==> config.mk <==
export PLATFORM = sky130hd
export DESIGN_NAME = data_mem_responder
export DESIGN_NICKNAME = d
export VERILOG_FILES = /design/src/rtl/mem_map_pkg.sv /design/src/rtl/sync_fifo.sv /design/src/rtl/data_mem_responder.sv
export SDC_FILE = /design/constraint.sdc
export NUM_CORES = 2
export LEC_CHECK = 0
export CORE_ASPECT_RATIO = 1.25
export CORE_MARGIN = 2
export CORE_UTILIZATION = 45
export DETAILED_ROUTE_END_ITERATION = 12
export PLACE_DENSITY = 0.57
export SLEW_MARGIN = 20
export SYNTH_ARGS = -nofsm -noshare
export SYNTH_HDL_FRONTEND = slang
export SYNTH_HIERARCHICAL = 1
export SYNTH_SLANG_ARGS = --single-unit
==> constraint.sdc <==
create_clock -name CLK -period 6.16 [get_ports CLK]
set_clock_uncertainty 0.2 [all_clocks]
set_input_delay 1.232 -clock CLK [delete_from_list [all_inputs] [get_ports CLK]]
set_output_delay 1.232 -clock CLK [all_outputs]
set_load 0.005 [all_outputs]
==> src/rtl/mem_map_pkg.sv <==
// mem_map_pkg: shared constants for the data-memory responder.
//   - I/O page word offsets (relative to IO_BASE, compared against Addr[15:0])
//   - STATUS register bit positions
//   - default base address of the I/O page
package mem_map_pkg;

    localparam logic [31:0] IO_BASE_DEFAULT = 32'hFFFF_0000;

    localparam logic [15:0] CYCLE_OFS  = 16'h0000;
    localparam logic [15:0] TXDATA_OFS = 16'h0004;
    localparam logic [15:0] STATUS_OFS = 16'h0008;

    localparam int OVF_BIT   = 31;
    localparam int FULL_BIT  = 30;
    localparam int EMPTY_BIT = 29;

endpackage

==> src/rtl/sync_fifo.sv <==
// sync_fifo: single-clock first-word-fall-through FIFO.
// Ports:
//   clk, rst  : clock, asynchronous active-high reset (control state only)
//   push, din : write request and data; accepted when not full or when a pop
//               happens in the same cycle
//   pop       : read request; ignored while empty
//   dout      : head entry, forced to 0 while empty
//   count     : number of stored entries (log2(DEPTH)+1 bits)
//   full      : count == DEPTH
//   empty     : count == 0
module sync_fifo #(
    parameter int DATA_W = 32,
    parameter int DEPTH  = 8
) (
    input  logic                     clk,
    input  logic                     rst,
    input  logic                     push,
    input  logic                     pop,
    input  logic [DATA_W-1:0]        din,
    output logic [DATA_W-1:0]        dout,
    output logic [$clog2(DEPTH):0]   count,
    output logic                     full,
    output logic                     empty
);

    localparam int AW = $clog2(DEPTH);
    localparam int CW = AW + 1;
    localparam logic [CW-1:0] FULL_CNT = CW'(DEPTH);

    logic [DATA_W-1:0] mem [DEPTH];
    logic [AW-1:0]     wr_ptr;
    logic [AW-1:0]     rd_ptr;
    logic              wr_en;
    logic              rd_en;

    assign full  = (count == FULL_CNT);
    assign empty = (count == '0);

    // A pop in the same cycle frees a slot, so a full FIFO can still take a push.
    assign rd_en = pop && !empty;
    assign wr_en = push && (!full || rd_en);

    always_ff @(posedge clk or posedge rst) begin
        if (rst) begin
            wr_ptr <= '0;
            rd_ptr <= '0;
            count  <= '0;
        end else begin
            if (wr_en) wr_ptr <= wr_ptr + AW'(1);
            if (rd_en) rd_ptr <= rd_ptr + AW'(1);
            if (wr_en && !rd_en)      count <= count + CW'(1);
            else if (rd_en && !wr_en) count <= count - CW'(1);
        end
    end

    // Storage carries no reset; validity is tracked by count alone.
    always_ff @(posedge clk) begin
        if (wr_en) mem[wr_ptr] <= din;
    end

    assign dout = empty ? '0 : mem[rd_ptr];

endmodule

==> src/rtl/data_mem_responder.sv <==
// data_mem_responder: data-memory responder for a single-cycle core.
// Serves a word RAM (aliased modulo DEPTH_WORDS) and a small I/O page at
// IO_BASE holding a free-running cycle counter, an output FIFO push port and
// a status register. Read data is combinational so loads complete in-cycle.
// Ports:
//   CLK, reset          : clock, asynchronous active-high reset
//   MemWrite            : store strobe, sampled on the rising edge
//   Addr, WriteData     : byte address and store data
//   ReadData            : combinational read data for Addr
//   OutData, OutValid   : FIFO head and non-empty flag (valid/ready stream)
//   OutReady            : consumer accept
module data_mem_responder
    import mem_map_pkg::*;
#(
    parameter int          DEPTH_WORDS = 64,
    parameter int          FIFO_DEPTH  = 8,
    parameter logic [31:0] IO_BASE     = IO_BASE_DEFAULT
) (
    input  logic        CLK,
    input  logic        reset,
    input  logic        MemWrite,
    input  logic [31:0] Addr,
    input  logic [31:0] WriteData,
    output logic [31:0] ReadData,
    output logic [31:0] OutData,
    output logic        OutValid,
    input  logic        OutReady
);

    localparam int RAW = $clog2(DEPTH_WORDS);
    localparam int CW  = $clog2(FIFO_DEPTH) + 1;

    logic [31:0]    ram [DEPTH_WORDS];
    logic [RAW-1:0] ram_idx;
    logic           is_io;
    logic [15:0]    ofs;
    logic [31:0]    cycle_cnt;
    logic           overflow;
    logic           cyc_wr;
    logic           tx_wr;
    logic           stat_wr;
    logic           fifo_pop;
    logic           fifo_full;
    logic           fifo_empty;
    logic [CW-1:0]  fifo_count;
    logic [31:0]    status_word;

    assign is_io   = (Addr[31:16] == IO_BASE[31:16]);
    assign ofs     = Addr[15:0];
    assign ram_idx = Addr[RAW+1:2];

    assign cyc_wr  = MemWrite && is_io && (ofs == CYCLE_OFS);
    assign tx_wr   = MemWrite && is_io && (ofs == TXDATA_OFS);
    assign stat_wr = MemWrite && is_io && (ofs == STATUS_OFS);

    assign fifo_pop = OutValid && OutReady;

    sync_fifo #(
        .DATA_W (32),
        .DEPTH  (FIFO_DEPTH)
    ) u_fifo (
        .clk   (CLK),
        .rst   (reset),
        .push  (tx_wr),
        .pop   (fifo_pop),
        .din   (WriteData),
        .dout  (OutData),
        .count (fifo_count),
        .full  (fifo_full),
        .empty (fifo_empty)
    );

    assign OutValid = !fifo_empty;

    // RAM contents survive reset; only non-I/O stores land here.
    always_ff @(posedge CLK) begin
        if (MemWrite && !is_io) ram[ram_idx] <= WriteData;
    end

    // A load replaces the increment for that cycle.
    always_ff @(posedge CLK or posedge reset) begin
        if (reset)       cycle_cnt <= '0;
        else if (cyc_wr) cycle_cnt <= WriteData;
        else             cycle_cnt <= cycle_cnt + 32'd1;
    end

    // A dropped push (full, no simultaneous pop) sets the sticky flag; any
    // STATUS write clears it. The two cannot coincide since they use
    // different offsets.
    always_ff @(posedge CLK or posedge reset) begin
        if (reset)                                 overflow <= 1'b0;
        else if (tx_wr && fifo_full && !fifo_pop)  overflow <= 1'b1;
        else if (stat_wr)                          overflow <= 1'b0;
    end

    always_comb begin
        status_word            = '0;
        status_word[OVF_BIT]   = overflow;
        status_word[FULL_BIT]  = fifo_full;
        status_word[EMPTY_BIT] = fifo_empty;
        status_word[15:0]      = {{(16-CW){1'b0}}, fifo_count};
    end

    always_comb begin
        ReadData = '0;
        if (is_io) begin
            if (ofs == CYCLE_OFS)       ReadData = cycle_cnt;
            else if (ofs == STATUS_OFS) ReadData = status_word;
        end else begin
            ReadData = ram[ram_idx];
        end
    end

endmodule

# --- Yosys cells after proc, flatten, opt, wreduce, memory -nomap -nowiden ---
# Memory sizes are Yosys's and may differ from the RTL's.
# Index checks and enable logic that the tools add are counted.
word_totals:
  register_bits: 43
  latch_bits: 0
  ram_bits: 2304
  romBits: 0
  input_bits: 68
  output_inout_bits: 65
  elab_cells: 52
  n_memories: 2
mem_list:
  columns: ["memory", "words", "word_bits", "read_ports", "rd_ports_with_merged_regs", "write_ports", "line", "rtl"]
  rows:
  - ["ram", 64, 32, 1, 0, 1, "data_mem_responder.sv:33", "logic [31:0] ram [DEPTH_WORDS];"]
  - ["u_fifo.mem", 8, 32, 1, 0, 1, "sync_fifo.sv:30", "logic [DATA_W-1:0] mem [DEPTH];"]
classes:
  add_sub_neg: 5
  mul: 0
  div_mod_pow: 0
  n_lt_le_gt_ge: 0
  n_eq_ne: 4
  n_shift: 0
  muxes: 13
  bitwise_logic: 0
  reduce_logical: 23
ops:
  columns: ["operator", "n"]
  rows:
  - ["32-bit 2-to-1 mux", 5]
  - ["32-bit by 1-bit adder with 32-bit output, second input constant", 1]
  - ["16-bit == test, second input constant", 1]
  - ["16-bit by 3-bit == test with 1-bit output, second input constant", 1]
  - ["16-bit by 4-bit == test with 1-bit output, second input constant", 1]
  - ["16-bit zero test", 1]
  - ["1-bit logical AND", 12]
  - ["4-bit 2-to-1 mux", 2]
  - ["3-bit by 1-bit adder with 3-bit output, second input constant", 2]
  - ["1-bit zero test", 6]
  - ["1-bit 2-to-1 mux", 6]
  - ["4-bit by 1-bit adder with 4-bit output, second input constant", 1]
  - ["4-bit == test, second input constant", 1]
  - ["4-bit zero test", 1]
  - ["2-bit nonzero test", 2]
  - ["4-bit by 1-bit subtractor with 4-bit output, second input constant", 1]
  - ["1-bit logical OR", 1]

# --- Depth between registers and ports, before layout ---
depth:
  depth_word: 10
  ltp_mapped: 16

# --- Modules after synthesis ---
# The synthesis kept the hierarchy.
by_module_without_submodules:
  columns: ["mod", "n_inst", "cells_per_inst", "area_each_um2", "seq_area_each_um2"]
  rows:
  - ["data_mem_responder", 1, 3939, 80752.4, 62324.8]
  - ["sync_fifo", 1, 438, 10188.5, 7937.6]

# --- Worst setup path before layout ---
# Ideal clock, no wire load.
synth_timing:
  path_kind: "input to register"
  start: "in Addr[4]"
  end: "mem u_fifo.mem[0][0] (enable)"
  setup_time_ps: 501
  arrival_ps: 5815
  t_required_ps: 5459
  path_slack_ps: -356
  cell_stages: 9
  cell_sequence: "buf_2 buf_2 buf_2 buf_1 nor4_1 nand2_1 nor2_1 o21ai_2 nor4_1"
synth_via:
  elab_chain_cells: 5
synth_rtl:
  columns: ["item", "line", "rtl"]
  rows:
  - ["start: declaration", "data_mem_responder.sv:22", "input logic [31:0] Addr,"]
  - ["16-bit by 3-bit == test with 1-bit output", "data_mem_responder.sv:53", "assign tx_wr = MemWrite && is_io && (ofs == TXDATA_OFS);"]
  - ["1-bit logical AND", "data_mem_responder.sv:53", null]
  - ["named net tx_wr", "data_mem_responder.sv:40", "logic tx_wr;"]
  - ["1-bit logical AND", "sync_fifo.sv:41", "assign wr_en = push && (!full || rd_en);"]
  - ["1-bit 2-to-1 mux", "sync_fifo.sv:58", "if (wr_en) mem[wr_ptr] <= din;"]
  - ["1-bit 2-to-1 mux (not written as such)", "sync_fifo.sv:58", null]
  - ["end: declaration", "sync_fifo.sv:30", null]
# The timed path passes the listed nets, and every way through them passes these cells.

# --- Worst setup path after layout ---
layout_timing:
  start: "in Addr[3]"
  end: "out ReadData[22]"
layout_via:
  elab_chain_cells: 3
  word_cells_on_any_way: 4
  classes_between: "2 x mux; 1 x reduce/logical; 1 x memory"
layout_rtl:
  columns: ["item", "line", "rtl"]
  rows:
  - ["parallel branches: the longest is 2 deep, another holds memory read 64 x 32 bit", null, null]
  - ["32-bit 2-to-1 mux (*)", "data_mem_responder.sv:106", "if (is_io) begin"]
  - ["end: declaration", "data_mem_responder.sv:24", "output logic [31:0] ReadData,"]
# Every way passes the cells marked *.

==> run_results.csv <==
group,metric,value,unit
outcome,status,"finished with violations",
outcome,violations,"setup timing",
global_route,grt_pass1_wl,369000,um
yosys,synth_top_family_by_area,"multiplexers",
sta,fin_ws,-40.9,ps
detailed_routing,routedWlPerCell,34.2,um
clock_network,clk_path_buf_depth,3,
critical_path,cp.arrival,4770,ps
detailed_routing,drc_errors,0,
die,io_pins,133,
clock_network,post-cts-setup-buffers,0,
sta,setup_violations,2,
sta,finalHoldViolCount,0,
sta,rsz0062_at_grt,"false",
critical_path,worstPathMaxFanout,22,
layout,drive_gt1_share,25.3,%
yosys,synth_compound_area_share,3.62,%
placed_design,numPortBuffers,132,
yosys,ys_ff_latch,2347,
die,die-area,206000,um^2
yosys,synth_async_sr_flop_share,1.83,%
detailed_routing,dr.pass1.iters,6,
global_route,antenna_found_initial,12,
die,die_w,406,um
layout,nets,4943,
yosys,netlist_instances,4377,
yosys,synth_top_cell_by_area,"edfxtp_1",
detailed_routing,vias_per_cell,6.12,
pwr,p_total,0.0327,W
critical_path,crit_required,4730,ps
worst_hold_path,holdCritStartpoint,"u_fifo/rd_ptr[2]$_DFFE_PP0P_",
layout,multi_input_area,20000,um^2
yosys,yosysSeqAreaShare,77.3,%
sta,slew_violations,0,
worst_hold_path,hold_path.class,"register to register",
detailed_routing,ant_nets,0,
yosys,synth_mux_area_share,14.9,%
clock_network,cts.sink_count,2347,
yosys,yosys_warnings,6,
layout,postLayoutCellArea,105000,um^2
clock_network,cts_tree,"built",
run,drv_cap,0,
yosys,ys_types,65,
critical_path,end_kind,"output port",
yosys,avgSynthCellArea,20.8,um^2
yosys,ys.flop_type,"edfxtp_1",
pwr,p_per_area,311,nW/um^2
yosys,synthTopCellsByArea,"edfxtp_1, mux4_2, mux2i_1",
detailed_routing,drt_iter0_markers,5933,
yosys,synthXorXnorAreaFrac,0.347,%
layout,fin_util,52.4,%
die,start_util,45.2,%
sta,relSlewSlack,25.3,%
critical_path,startpoint,"Addr[3]",
clock_network,cts_buffers,221,
global_route,grt_pass1_vias,46700,
detailed_routing,wirelength,265000,um
clock_network,cts_max_level,4,
clock_network,clk_latency,860,ps
layout,area_growth,15.8,%
clock_network,cts-root-buf,"clkbuf_16",
sta,max_slew.worst_pin.slew,1120,ps
critical_path,crit_type,"input port to output port",
sta,finalCriticalPeriod,6200,ps
critical_path,worst_setup_path_start_kind,"input port",
placed_design,dp_hpwl,158000,um
pwr,static-leakage-power,34.0,nW
yosys,syn_nets,4452,
detailed_routing,num_vias,47400,
layout,fillers,15900,
placed_design,pre_cts_ws,-384,ps
yosys,post_synth_fa_ha_maj_area_fraction,0.105,%
die,core_area,201000,um^2
die,die_y,507,um
sta,fin_crit_sh,101,%
yosys,synth_top_area_share,76.1,%
critical_path,reg2reg_from,"u_fifo/count[0]$_DFFE_PP0P_",
layout,seqCellArea,70300,um^2
yosys,synth_edf_count,2304,
global_route,grt_usage,25.7,%
global_route,grt_max_degree,74,
placed_design,gp_congestion,0.918,
yosys,syn-cell-area,90900,um^2
placed_design,placedInstanceArea,98300,um^2
sta,timing.fmax,161,MHz
yosys,yosysMostFrequentCell,"edfxtp_1",
die,num_rows,184,
global_route,grt.overflow.total,0,
clock_network,clk_pin_slew,60,ps
yosys,yosys.area_share.simple,2.21,%
pwr,peakVddDrop,0.000337,V
yosys,synthTopCellsByCount,"edfxtp_1, mux4_2, mux2i_1",
==> cells by family after synthesis <==
kind of cell | count (synthesis)
muxes | 807
AOI/OAI and AO/OA | 480
DFF | 2347
buffers and inverters | 261
adders and majority gates | 7
and+or+nand+nor | 439
xor gates and xnor gates | 36
==> per-layer routing <==
| layer | vias up | wire [um] | track usage, % |
|---|---|---|---|
| met3 | 432 | 22000 | 5.00 |
| met4 | 4 | 10000 | 9.09 |
| met1 | 25500 | 106000 | 35.4 |
| met5 | - | 27 | 0 |
| li1 | 19200 | - | - |
| met2 | 2260 | 127000 | 41.0 |
==> critical path: stages <==
cell and delay, ps:
buf_8 260, nor2b_4 650, buf_4 330, a22oi_1 170, a31oi_1 620, buf_4 230, nand3_1 170, a21oi_1 360
a21oi_2 200, clkdlybuf4s50_1 490
==> power breakdown <==
part	switching [W]	total, W	internal (W)
sequential	0.0000202	0.0177	0.0176
combinational	0.00118	0.00184	0.000669
clock	0.00594	0.0132	0.00728
total	0.00714	0.0327	0.0256
==> layout by cell type, fill, tap and decap left out, drive strengths merged, types with 10 or more instances in the layout <==
cell / instances
a211oi: 29
a21oi: 109
a221oi: 14
a22o: 58
a22oi: 113
a311oi: 15
a31oi: 37
and2: 10
buf: 421
bufinv: 13
clkbuf: 295
clkdlybuf4s50: 94
clkinv: 89
dfrtp: 43
edfxtp: 2304
inv: 22
mux2: 22
mux2i: 347
mux4: 438
nand2: 130
nand3: 53
nand4: 12
nor2: 146
nor2b: 12
nor3: 26
o21ai: 42
o22ai: 29
xnor2: 18
xor2: 18
==> timing repair <==
action                     4_1_cts  5_1_grt
hold endpoints to repair         0        0
hold buffers                     0        0
gates resized for setup         11        3
setup endpoints to repair        9        5
pin swaps                        0        0
==> sequential cells by signal, indices dropped and copies added (netlist names) <==
| signal | flops |
|---|---|
| u_fifo/count | 4 |
| u_fifo/mem | 256 |
| u_fifo/rd_ptr | 3 |
| cycle_cnt | 32 |
| overflow | 1 |
| u_fifo/wr_ptr | 3 |
| ram | 2048 |
==> per-stage QoR <==
step | hold WS (ps) | setup TNS [ps] | std cells
floorplan | 267 | 0 | 4377
global placement | 303 | -1190 | 7342
detailed placement | 304 | -1070 | 7342
CTS | 317 | 0 | 7750
global route | 347 | 0 | 7751
finish | 315 | -78.0 | 7753
==> worst paths after layout <==
path / end / slack (ps) / cells past startpoint
worst max-delay path: ReadData[22] / -40 / 10
worst min-delay path: u_fifo/rd_ptr[2]$_DFFE_PP0P_ / 310 / 1
worst max register to register: u_fifo/count[3]$_DFFE_PP0P_ / 2090 / 11
worst min register to register: u_fifo/rd_ptr[2]$_DFFE_PP0P_ / 310 / 1
max in group asynchronous: cycle_cnt[16]$_DFF_PP0_ / 4710 / 3
min in group asynchronous: u_fifo/count[2]$_DFFE_PP0P_ / 480 / 2
==> layout make-up <==
cell class	instances	area share, %
Sequential cell	2347	66.7
Timing Repair Buffer	516	4.44
Antenna cell	3	0.00713
Tap cell	2697	3.21
Clock buffer	294	5.60
Inverter	13	0.0511
Multi-Input combinational cell	1769	19.0
Clock inverter	114	0.990
Note: power is estimated with default switching activity, not from simulation.
